### src/rtl/sync_fifo_param_if.sv
// Bus bundle for sync_fifo_param: write/read handshakes, flush, data and status.
// The master modport belongs to the producer/consumer side; slave is the FIFO.
interface sync_fifo_param_if #(
   parameter int unsigned DATA_WIDTH = 8,
   parameter int unsigned ADDR_WIDTH = 8
);
   logic [DATA_WIDTH-1:0] data_in;
   logic                  ws;
   logic                  we;
   logic                  rs;
   logic                  re;
   logic                  clear;
   logic [DATA_WIDTH-1:0] data_out;
   logic                  full;
   logic                  empty;
   logic                  almost_full;
   logic                  almost_empty;
   logic [ADDR_WIDTH:0]   count;
   logic                  overflow;
   logic                  underflow;

   modport master (
      output data_in, ws, we, rs, re, clear,
      input  data_out, full, empty, almost_full, almost_empty, count, overflow, underflow
   );

   modport slave (
      input  data_in, ws, we, rs, re, clear,
      output data_out, full, empty, almost_full, almost_empty, count, overflow, underflow
   );
endinterface

### src/rtl/sync_fifo_param.sv
// Parametrised single-clock FIFO: occupancy count, almost-full/empty thresholds,
// sticky overflow/underflow, synchronous flush, registered or FWFT read data.
module sync_fifo_param #(
   parameter int unsigned DATA_WIDTH = 8,
   parameter int unsigned ADDR_WIDTH = 8,
   parameter int unsigned AF_LEVEL   = (1 << ADDR_WIDTH) - 2,
   parameter int unsigned AE_LEVEL   = 2,
   parameter bit          FWFT       = 1'b0
) (
   input logic               clk,
   input logic               reset,
   sync_fifo_param_if.slave  bus
);
   localparam int unsigned DEPTH = 1 << ADDR_WIDTH;
   localparam logic [ADDR_WIDTH:0]   CNT_FULL = {1'b1, {ADDR_WIDTH{1'b0}}};
   localparam logic [ADDR_WIDTH:0]   CNT_ONE  = {{ADDR_WIDTH{1'b0}}, 1'b1};
   localparam logic [ADDR_WIDTH-1:0] PTR_ONE  = {{(ADDR_WIDTH-1){1'b0}}, 1'b1};
   localparam logic [ADDR_WIDTH:0]   AF_C     = AF_LEVEL[ADDR_WIDTH:0];
   localparam logic [ADDR_WIDTH:0]   AE_C     = AE_LEVEL[ADDR_WIDTH:0];

   logic [DATA_WIDTH-1:0] mem_q [DEPTH];
   logic [ADDR_WIDTH-1:0] rd_ptr_q, rd_ptr_d;
   logic [ADDR_WIDTH-1:0] wr_ptr_q, wr_ptr_d;
   logic [ADDR_WIDTH:0]   count_q, count_d;
   logic [DATA_WIDTH-1:0] dout_q, dout_d;
   logic                  ovf_q, ovf_d;
   logic                  unf_q, unf_d;
   logic                  wr_req, rd_req, wr_acc, rd_acc;
   logic                  full, empty;

   assign full  = (count_q == CNT_FULL);
   assign empty = (count_q == '0);

   assign bus.full         = full;
   assign bus.empty        = empty;
   assign bus.almost_full  = (count_q >= AF_C);
   assign bus.almost_empty = (count_q <= AE_C);
   assign bus.count        = count_q;
   assign bus.overflow     = ovf_q;
   assign bus.underflow    = unf_q;

   // Read data: head of the queue in FWFT mode, last popped word otherwise
   always_comb begin
      bus.data_out = (FWFT != 1'b0) ? mem_q[rd_ptr_q] : dout_q;
   end

   // Accept logic and next-state for pointers, occupancy, read data and error flags
   always_comb begin
      wr_req   = bus.ws & bus.we;
      rd_req   = bus.rs & bus.re;
      // flush wins: same-cycle requests are dropped and raise no error
      rd_acc   = rd_req & ~empty & ~bus.clear;
      wr_acc   = wr_req & (~full | rd_acc) & ~bus.clear;
      rd_ptr_d = rd_ptr_q;
      wr_ptr_d = wr_ptr_q;
      count_d  = count_q;
      dout_d   = dout_q;
      ovf_d    = ovf_q;
      unf_d    = unf_q;
      if (bus.clear) begin
         rd_ptr_d = '0;
         wr_ptr_d = '0;
         count_d  = '0;
         ovf_d    = 1'b0;
         unf_d    = 1'b0;
      end else begin
         if (wr_acc) wr_ptr_d = wr_ptr_q + PTR_ONE;
         if (rd_acc) begin
            rd_ptr_d = rd_ptr_q + PTR_ONE;
            dout_d   = mem_q[rd_ptr_q];
         end
         if (wr_acc && !rd_acc) count_d = count_q + CNT_ONE;
         if (rd_acc && !wr_acc) count_d = count_q - CNT_ONE;
         if (wr_req && !wr_acc) ovf_d = 1'b1;
         if (rd_req && !rd_acc) unf_d = 1'b1;
      end
   end

   // Control state register with asynchronous active-low reset
   always_ff @(posedge clk or negedge reset) begin
      if (!reset) begin
         rd_ptr_q <= '0;
         wr_ptr_q <= '0;
         count_q  <= '0;
         dout_q   <= '0;
         ovf_q    <= 1'b0;
         unf_q    <= 1'b0;
      end else begin
         rd_ptr_q <= rd_ptr_d;
         wr_ptr_q <= wr_ptr_d;
         count_q  <= count_d;
         dout_q   <= dout_d;
         ovf_q    <= ovf_d;
         unf_q    <= unf_d;
      end
   end

   // Storage array write port, not reset
   always_ff @(posedge clk) begin
      if (wr_acc) mem_q[wr_ptr_q] <= bus.data_in;
   end
endmodule

### src/flat_wrapper.sv
// flat-port wrapper written by rule: the top's interface ports become plain ports
module sync_fifo_param_flat 
#(
   parameter int unsigned DATA_WIDTH = 8,
   parameter int unsigned ADDR_WIDTH = 8,
   parameter int unsigned AF_LEVEL   = (1 << ADDR_WIDTH) - 2,
   parameter int unsigned AE_LEVEL   = 2,
   parameter bit          FWFT       = 1'b0
)
  (clk, reset, bus_data_in, bus_ws, bus_we, bus_rs, bus_re, bus_clear, bus_data_out, bus_full, bus_empty, bus_almost_full, bus_almost_empty, bus_count, bus_overflow, bus_underflow);
  sync_fifo_param_if #(.DATA_WIDTH(DATA_WIDTH), .ADDR_WIDTH(ADDR_WIDTH)) bus_i ();
  input logic clk;
  input logic reset;
  input wire logic [$bits(bus_i.data_in)-1:0] bus_data_in;
  input wire logic [$bits(bus_i.ws)-1:0] bus_ws;
  input wire logic [$bits(bus_i.we)-1:0] bus_we;
  input wire logic [$bits(bus_i.rs)-1:0] bus_rs;
  input wire logic [$bits(bus_i.re)-1:0] bus_re;
  input wire logic [$bits(bus_i.clear)-1:0] bus_clear;
  output wire logic [$bits(bus_i.data_out)-1:0] bus_data_out;
  output wire logic [$bits(bus_i.full)-1:0] bus_full;
  output wire logic [$bits(bus_i.empty)-1:0] bus_empty;
  output wire logic [$bits(bus_i.almost_full)-1:0] bus_almost_full;
  output wire logic [$bits(bus_i.almost_empty)-1:0] bus_almost_empty;
  output wire logic [$bits(bus_i.count)-1:0] bus_count;
  output wire logic [$bits(bus_i.overflow)-1:0] bus_overflow;
  output wire logic [$bits(bus_i.underflow)-1:0] bus_underflow;
  assign bus_i.data_in = bus_data_in;
  assign bus_i.ws = bus_ws;
  assign bus_i.we = bus_we;
  assign bus_i.rs = bus_rs;
  assign bus_i.re = bus_re;
  assign bus_i.clear = bus_clear;
  assign bus_data_out = bus_i.data_out;
  assign bus_full = bus_i.full;
  assign bus_empty = bus_i.empty;
  assign bus_almost_full = bus_i.almost_full;
  assign bus_almost_empty = bus_i.almost_empty;
  assign bus_count = bus_i.count;
  assign bus_overflow = bus_i.overflow;
  assign bus_underflow = bus_i.underflow;
  sync_fifo_param #(.DATA_WIDTH(DATA_WIDTH), .ADDR_WIDTH(ADDR_WIDTH), .AF_LEVEL(AF_LEVEL), .AE_LEVEL(AE_LEVEL), .FWFT(FWFT)) u_core (.clk(clk), .reset(reset), .bus(bus_i));
endmodule
### config.mk
export PLATFORM = sky130hd
export DESIGN_NAME = sync_fifo_param_flat
export DESIGN_NICKNAME = d
export VERILOG_FILES = /design/src/rtl/sync_fifo_param_if.sv /design/src/rtl/sync_fifo_param.sv /design/src/flat_wrapper.sv
export SDC_FILE = /design/constraint.sdc
export NUM_CORES = 2
export LEC_CHECK = 0
export BUFFER_PORTS_ARGS = -buffer_cell sky130_fd_sc_hd__buf_4
export CELL_PAD_IN_SITES_DETAIL_PLACEMENT = 0
export CELL_PAD_IN_SITES_GLOBAL_PLACEMENT = 1
export CORE_UTILIZATION = 51
export DETAILED_ROUTE_END_ITERATION = 12
export PLACE_DENSITY = 0.73
export RECOVER_POWER = 50
export SLEW_MARGIN = 40
export SYNTH_ARGS = -nofsm -noshare
export SYNTH_HDL_FRONTEND = slang
export SYNTH_SLANG_ARGS = --single-unit
export TNS_END_PERCENT = 20
### constraint.sdc
create_clock -name clk -period 2.9 [get_ports clk]
set_clock_uncertainty 0.2 [all_clocks]
set_input_delay 0.58 -clock clk [delete_from_list [all_inputs] [get_ports clk]]
set_output_delay 0.58 -clock clk [all_outputs]
set_load 0.01 [all_outputs]
After elaboration in Yosys (flattened, before gate mapping)
Memory sizes are Yosys's and may differ from the RTL's. A register that Yosys moved wholly into a read port is not among the register bits.
Cells that the tools add are included.
Widths: inputs -> output; s select.

word-level totals
  flip-flop bits (word level) = 27
  memory bits (writable) = 2048
  output and inout bits = 23
  memories kept = 1

memories
  name          depth  width  rd ports  clocked after Yosys merged registers in  wr ports  line                   text
  u_core.mem_q  256    8      1         1                                        1         sync_fifo_param.sv:21  logic [DATA_WIDTH-1:0] mem_q [DEPTH];

operators by class
  add/subtract/negate cells = 4
  order comparisons = 2
  equal/unequal tests = 1
  mux-type cells = 13
  bitwise gates (word level) = 10
  reduce and logical (&&, ||, !) cells = 14

operator list
  operator             number
  $mux 8               4
  $mux 9               3
  $add 8x1->8 const B  2
  $add 9x1->9 const B  1
  $eq 9x9->1 const B   1
  $ge 9x8->1 const B   1
  $le 9x2->1 const B   1
  $logic_not 9->1      1
  $sub 9x1->9 const B  1
  $reduce_bool 2->1    4
  $and 1x1->1          6
  $mux 1               6
  $logic_and 1x1->1    4
  $logic_not 1->1      3
  $not 1->1            3
  $reduce_bool 3->1    1
  $reduce_and 2->1     1
  $or 1x1->1           1

Longest topological paths before layout
  depth after elaboration = 11
  gate-level depth with buffers = 12
  depth with buffers taken out = 11

Worst setup path after synthesis
Ideal clock, no wire load.

  path type = input to register
  start point = input port bus_clear
  end point = register u_core.count_q[7] (netlist: u_core.bus.count[7])
  setup time = 0.096 ns
  arrival = 3.083 ns
  path slack = -0.479 ns
  cell stages on the path = 12
  buffers on the path = 1
  cells stage by stage = nand3b_1 -> a41o_1 -> clkbuf_1 -> a21oi_1 -> ha_1 -> a21o_1 -> a21oi_1 -> o21bai_1 -> a21oi_1 -> o21ai_0 -> xnor2_1 -> o31ai_1

between the ends
  cells in the longest elaborated chain, start to end = 9

ends and longest elaborated chain
  element                    line                   text
  start, declared            flat_wrapper.sv:19     input wire logic [$bits(bus_i.clear)-1:0] bus_clear;
  $not 1->1 (no line)        n/a
  $and 1x1->1                sync_fifo_param.sv:52  rd_acc = rd_req & ~empty & ~bus.clear;
  $or 1x1->1                 sync_fifo_param.sv:53  wr_acc = wr_req & (~full | rd_acc) & ~bus.clear;
  $and 1x1->1 (2 in series)  sync_fifo_param.sv:53
  $logic_not 1->1            sync_fifo_param.sv:73  if (rd_acc && !wr_acc) count_d = count_q - CNT_ONE;
  $logic_and 1x1->1          sync_fifo_param.sv:73
  $mux 9                     sync_fifo_param.sv:73
  $mux 9                     sync_fifo_param.sv:60  if (bus.clear) begin
  end signal, assigned       sync_fifo_param.sv:91  count_q <= count_d;
  end, declared              sync_fifo_param.sv:24  logic [ADDR_WIDTH:0] count_q, count_d;

Several ways; a longest one is shown, not always the timed one.
A chain may end at the register's enable or synchronous reset.

==> results.py <==
metrics = {
    "run_status": {
        "status": "finished, violations left",
        "violations": "capacitance limit, slew limit, setup timing",
    },
    "route": {
        "wl_mm": 216.7,
        "drt_iter0_drc": 5579,
        "drc_errors": 0,
        "vias": 43993,
        "first_pass_iters": 5,
        "drt-wirelength-per-cell_um": 30.64,
        "antenna_left": 0,
        "vias_per_cell": 6.219,
    },
    "global_routing": {
        "grt_max_degree": 97,
        "grt_pass1_wl_mm": 312.8,
        "grt_pass1_vias": 44146,
        "grt-ovfl-total": 0,
        "antenna_found_initial": 2,
        "grt_use_total_pct": 26.94,
    },
    "power_and_ir_drop": {
        "ir_drop_mv": 0.6973,
        "powerDensity_nw_per_um2": 704.7,
        "p_leak_nw": 31.67,
    },
    "timing": {
        "period_share_pct": 111.8,
        "fmax_ghz": 0.3083,
        "setup_viol": 86,
        "finalCriticalPeriod_ns": 3.243,
        "slew_violations": 457,
        "hold_viol": 0,
        "rsz0062_at_grt": "yes",
        "setup_slack_ns": -0.3433,
        "worst_pin_slew_ns": 2.949,
        "relSlewSlack_pct": -96.60,
    },
    "hold_path": {
        "hold_path.class": "input port to register",
        "hold_path.startpoint": "bus_clear",
        "hold-path-cell-count": 3,
        "min_to": "u_core.bus.overflow",
    },
    "critical_path": {
        "rr_endpoint": "u_core.bus.data_out[1]",
        "startpoint_type": "register",
        "slowest_delay_ns": 0.58,
        "worstPathCellList": "buf_4 -> buf_12 -> buf_12 -> mux4_2 -> mux4_2 -> o22ai_2 -> buf_4 -> nor3_1 -> a2111o_1",
        "crit_path_top_delay_cell": "mux4_2",
        "arrival_ns": 3.77,
        "reg2reg_depth": 9,
        "cp_max_fo": 11,
        "r2r-start": "u_core.rd_ptr_q[0]",
        "endpoint_kind": "register",
        "reg2reg_slack_ns": -0.34,
        "critical_path_class": "register to register",
        "cp.required_ns": 3.43,
    },
    "clock_tree": {
        "cts-root-buf": "clkbuf_16",
        "clockBufferDepth": 3,
        "clock_latency_ns": 0.84,
        "htree_num_levels": 4,
        "cts_tree": "done",
        "numCtsBuffers": 204,
        "clkSlewWorstSetupHoldPaths_ns": 0.06,
        "cts_sinks": 2083,
    },
    "synth": {
        "synth.avg_cell_area_um2": 20.25,
        "synthCells": 4040,
        "ys.flop_type": "edfxtp_1",
        "yosys-top-cells-area": "edfxtp_1 (75%), mux4_2 (12%), mux2i_1 (1.8%)",
        "syn_nets": 4068,
        "synth_edf_count": 2048,
        "synth_seq_cells": 2083,
        "synthArstFlopShare_pct": 1.680,
        "synth-seq-area-share_pct": 76.23,
        "yosysWarnings": 0,
        "synth_top_area_share_pct": 75.16,
        "synth_area_um2": 81830,
        "synth.largest_area_cell": "edfxtp_1",
        "yosysUniqueCellTypes": 61,
    },
    "placement": {
        "place.gp.congestion": 0.8767,
        "dpl_cell_area_um2": 90950,
        "placed_cells": 6659,
        "port_buffers": 37,
        "hpwl_mm": 139.6,
    },
    "cells_and_area": {
        "n_fill_cell": 10904,
        "final_cell_mix": "edfxtp_1 (2048), buf_4 (641), mux4_2 (426)",
        "final_common_cell": "edfxtp_1",
        "fin_area_um2": 98520,
        "seq_area_um2": 62390,
        "multi_input_area_um2": 19110,
        "area_delta_synth_final_pct": 20.40,
        "final_cells": 7074,
        "final_layout_size_suffix_gt1_share_pct": 36.41,
        "nNetsFinal": 4859,
        "fin_util_pct": 62.06,
        "insertedDiodeCount": 0,
    },
    "floorplanning": {
        "die_width_um": 402.6,
        "dieArea_um2": 162100,
        "die_h_um": 402.6,
        "initial_core_util_pct": 51.55,
        "rows": 146,
        "design.core.area_um2": 158700,
        "io_pins": 38,
    },
    "run": {
        "cap_viol_max_count": 7,
    },
}
cell usage after synthesis, drive strengths merged, types with 3 or more instances:
| library cell | count |
|---|---|
| nor4 | 4 |
| o211ai | 8 |
| mux2i | 147 |
| and2 | 4 |
| buf | 121 |
| ha | 12 |
| nand3 | 25 |
| nor3 | 32 |
| a21oi | 106 |
| o221ai | 59 |
| nand2b | 5 |
| edfxtp | 2048 |
| nand4 | 12 |
| or4 | 8 |
| xor2 | 7 |
| o22ai | 54 |
| nor2 | 329 |
| a211oi | 30 |
| nor3b | 5 |
| nor2b | 17 |
| a41oi | 3 |
| mux2 | 117 |
| dfrtp | 35 |
| inv | 9 |
| o31ai | 8 |
| a221oi | 58 |
| o21bai | 3 |
| xnor2 | 13 |
| clkbuf | 128 |
| a22oi | 37 |
| o21ai | 40 |
| or3 | 3 |
| a21boi | 7 |
| a21o | 4 |
| mux4 | 426 |
| a22o | 7 |
| and3 | 3 |
| a2111o | 7 |
| nand2 | 71 |
| a31oi | 10 |
metal layers:
layer	vias up	GRT usage (%)	wire, um
li1	18401	-	-
met1	23162	38.44	86470
met2	2092	43.18	105300
met3	336	4.477	18580
met4	2	7.848	6415
met5	-	0	13
worst max-delay path by stage:
| stage | from | end | slack (ns) | depth (start not counted) |
|---|---|---|---|---|
| floorplan | bus_clear | u_core.bus.count[7] | -0.09 | 12 |
| global placement | u_core.rd_ptr_q[0] | u_core.bus.data_out[3] | -1.0 | 10 |
| detailed placement | u_core.rd_ptr_q[0] | u_core.bus.data_out[3] | -1.01 | 10 |
| CTS | u_core.rd_ptr_q[0] | u_core.bus.data_out[7] | -0.32 | 12 |
| global route | u_core.rd_ptr_q[0] | u_core.bus.data_out[3] | -0.36 | 12 |
| finish | u_core.rd_ptr_q[0] | u_core.bus.data_out[1] | -0.34 | 9 |
layout make-up:
| type | instances | area share [%] |
|---|---|---|
| Clock buffer | 257 | 5.573 |
| Clock inverter | 120 | 1.151 |
| Inverter | 10 | 0.04445 |
| Multi-Input combinational cell | 1698 | 19.40 |
| Sequential cell | 2083 | 63.33 |
| Tap cell | 2072 | 2.631 |
| Timing Repair Buffer | 834 | 7.873 |
worst max-delay path, delay by kind of cell, from the launching register on:
kind | cells | cell delay (ns)
buffers and inverters | 4 | 0.71
DFF | 1 | 0.43
and+or+nand+nor | 1 | 0.09
muxes | 2 | 1.12
AOI/OAI and AO/OA | 2 | 0.56
metrics by stage:
| stage | setup WS (ns) | setup TNS, ns | power (mW) | hold slack [ns] |
|---|---|---|---|---|
| 2_1_floorplan | -0.09084 | -0.3652 | 39.49 | 0.08441 |
| 3_3_place_gp | -0.9960 | -166.67 | 43.04 | 0.2817 |
| 3_5_place_dp | -1.009 | -194.23 | 43.14 | 0.3021 |
| 4_1_cts | -0.3201 | -2.559 | 69.57 | 0.0002420 |
| 5_1_grt | -0.3590 | -17.07 | 71.32 | 0.09091 |
| 6_report | -0.3433 | -6.248 | 69.43 | 0.09949 |
timing repair:
item	in CTS	in global routing
endpoints found under the setup margin	14	138
hold buffers	7	0
pin swaps	26	25
cloned	5	3
gates resized for setup	109	69
setup buffers	10	15
endpoints found under the hold margin	120	0
cell families (layout without fill, tap and decap cells):
| group | count (synthesis) | in the layout | share of synthesized area, % |
|---|---|---|---|
| flip-flops | 2083 | 2083 | 76.23 |
| multiplexers | 690 | 690 | 15.13 |
| AND/OR/NAND/NOR | 528 | 528 | 2.781 |
| AO/OA/AOI/OAI | 447 | 447 | 3.800 |
| buffers and inverters | 259 | 1221 | 1.635 |
| XOR/XNOR | 20 | 20 | 0.2141 |
| adder cells (fa/ha/maj) | 13 | 13 | 0.2080 |
state kept, by name, indices dropped and copies added, names as in the netlist:
| name | flops |
|---|---|
| u_core.bus.underflow | 1 |
| u_core.bus.overflow | 1 |
| u_core.wr_ptr_q | 8 |
| u_core.bus.count | 9 |
| u_core.mem_q | 2048 |
| u_core.rd_ptr_q | 8 |
| u_core.bus.data_out | 8 |
power by group:
group | leakage, nW | internal [mW] | switching, mW
registers | 18.9 | 33.2 | 0.205
logic | 9.58 | 5.16 | 4.71
clock network | 3.23 | 14.9 | 11.2
(Power assumes the default switching activity.)
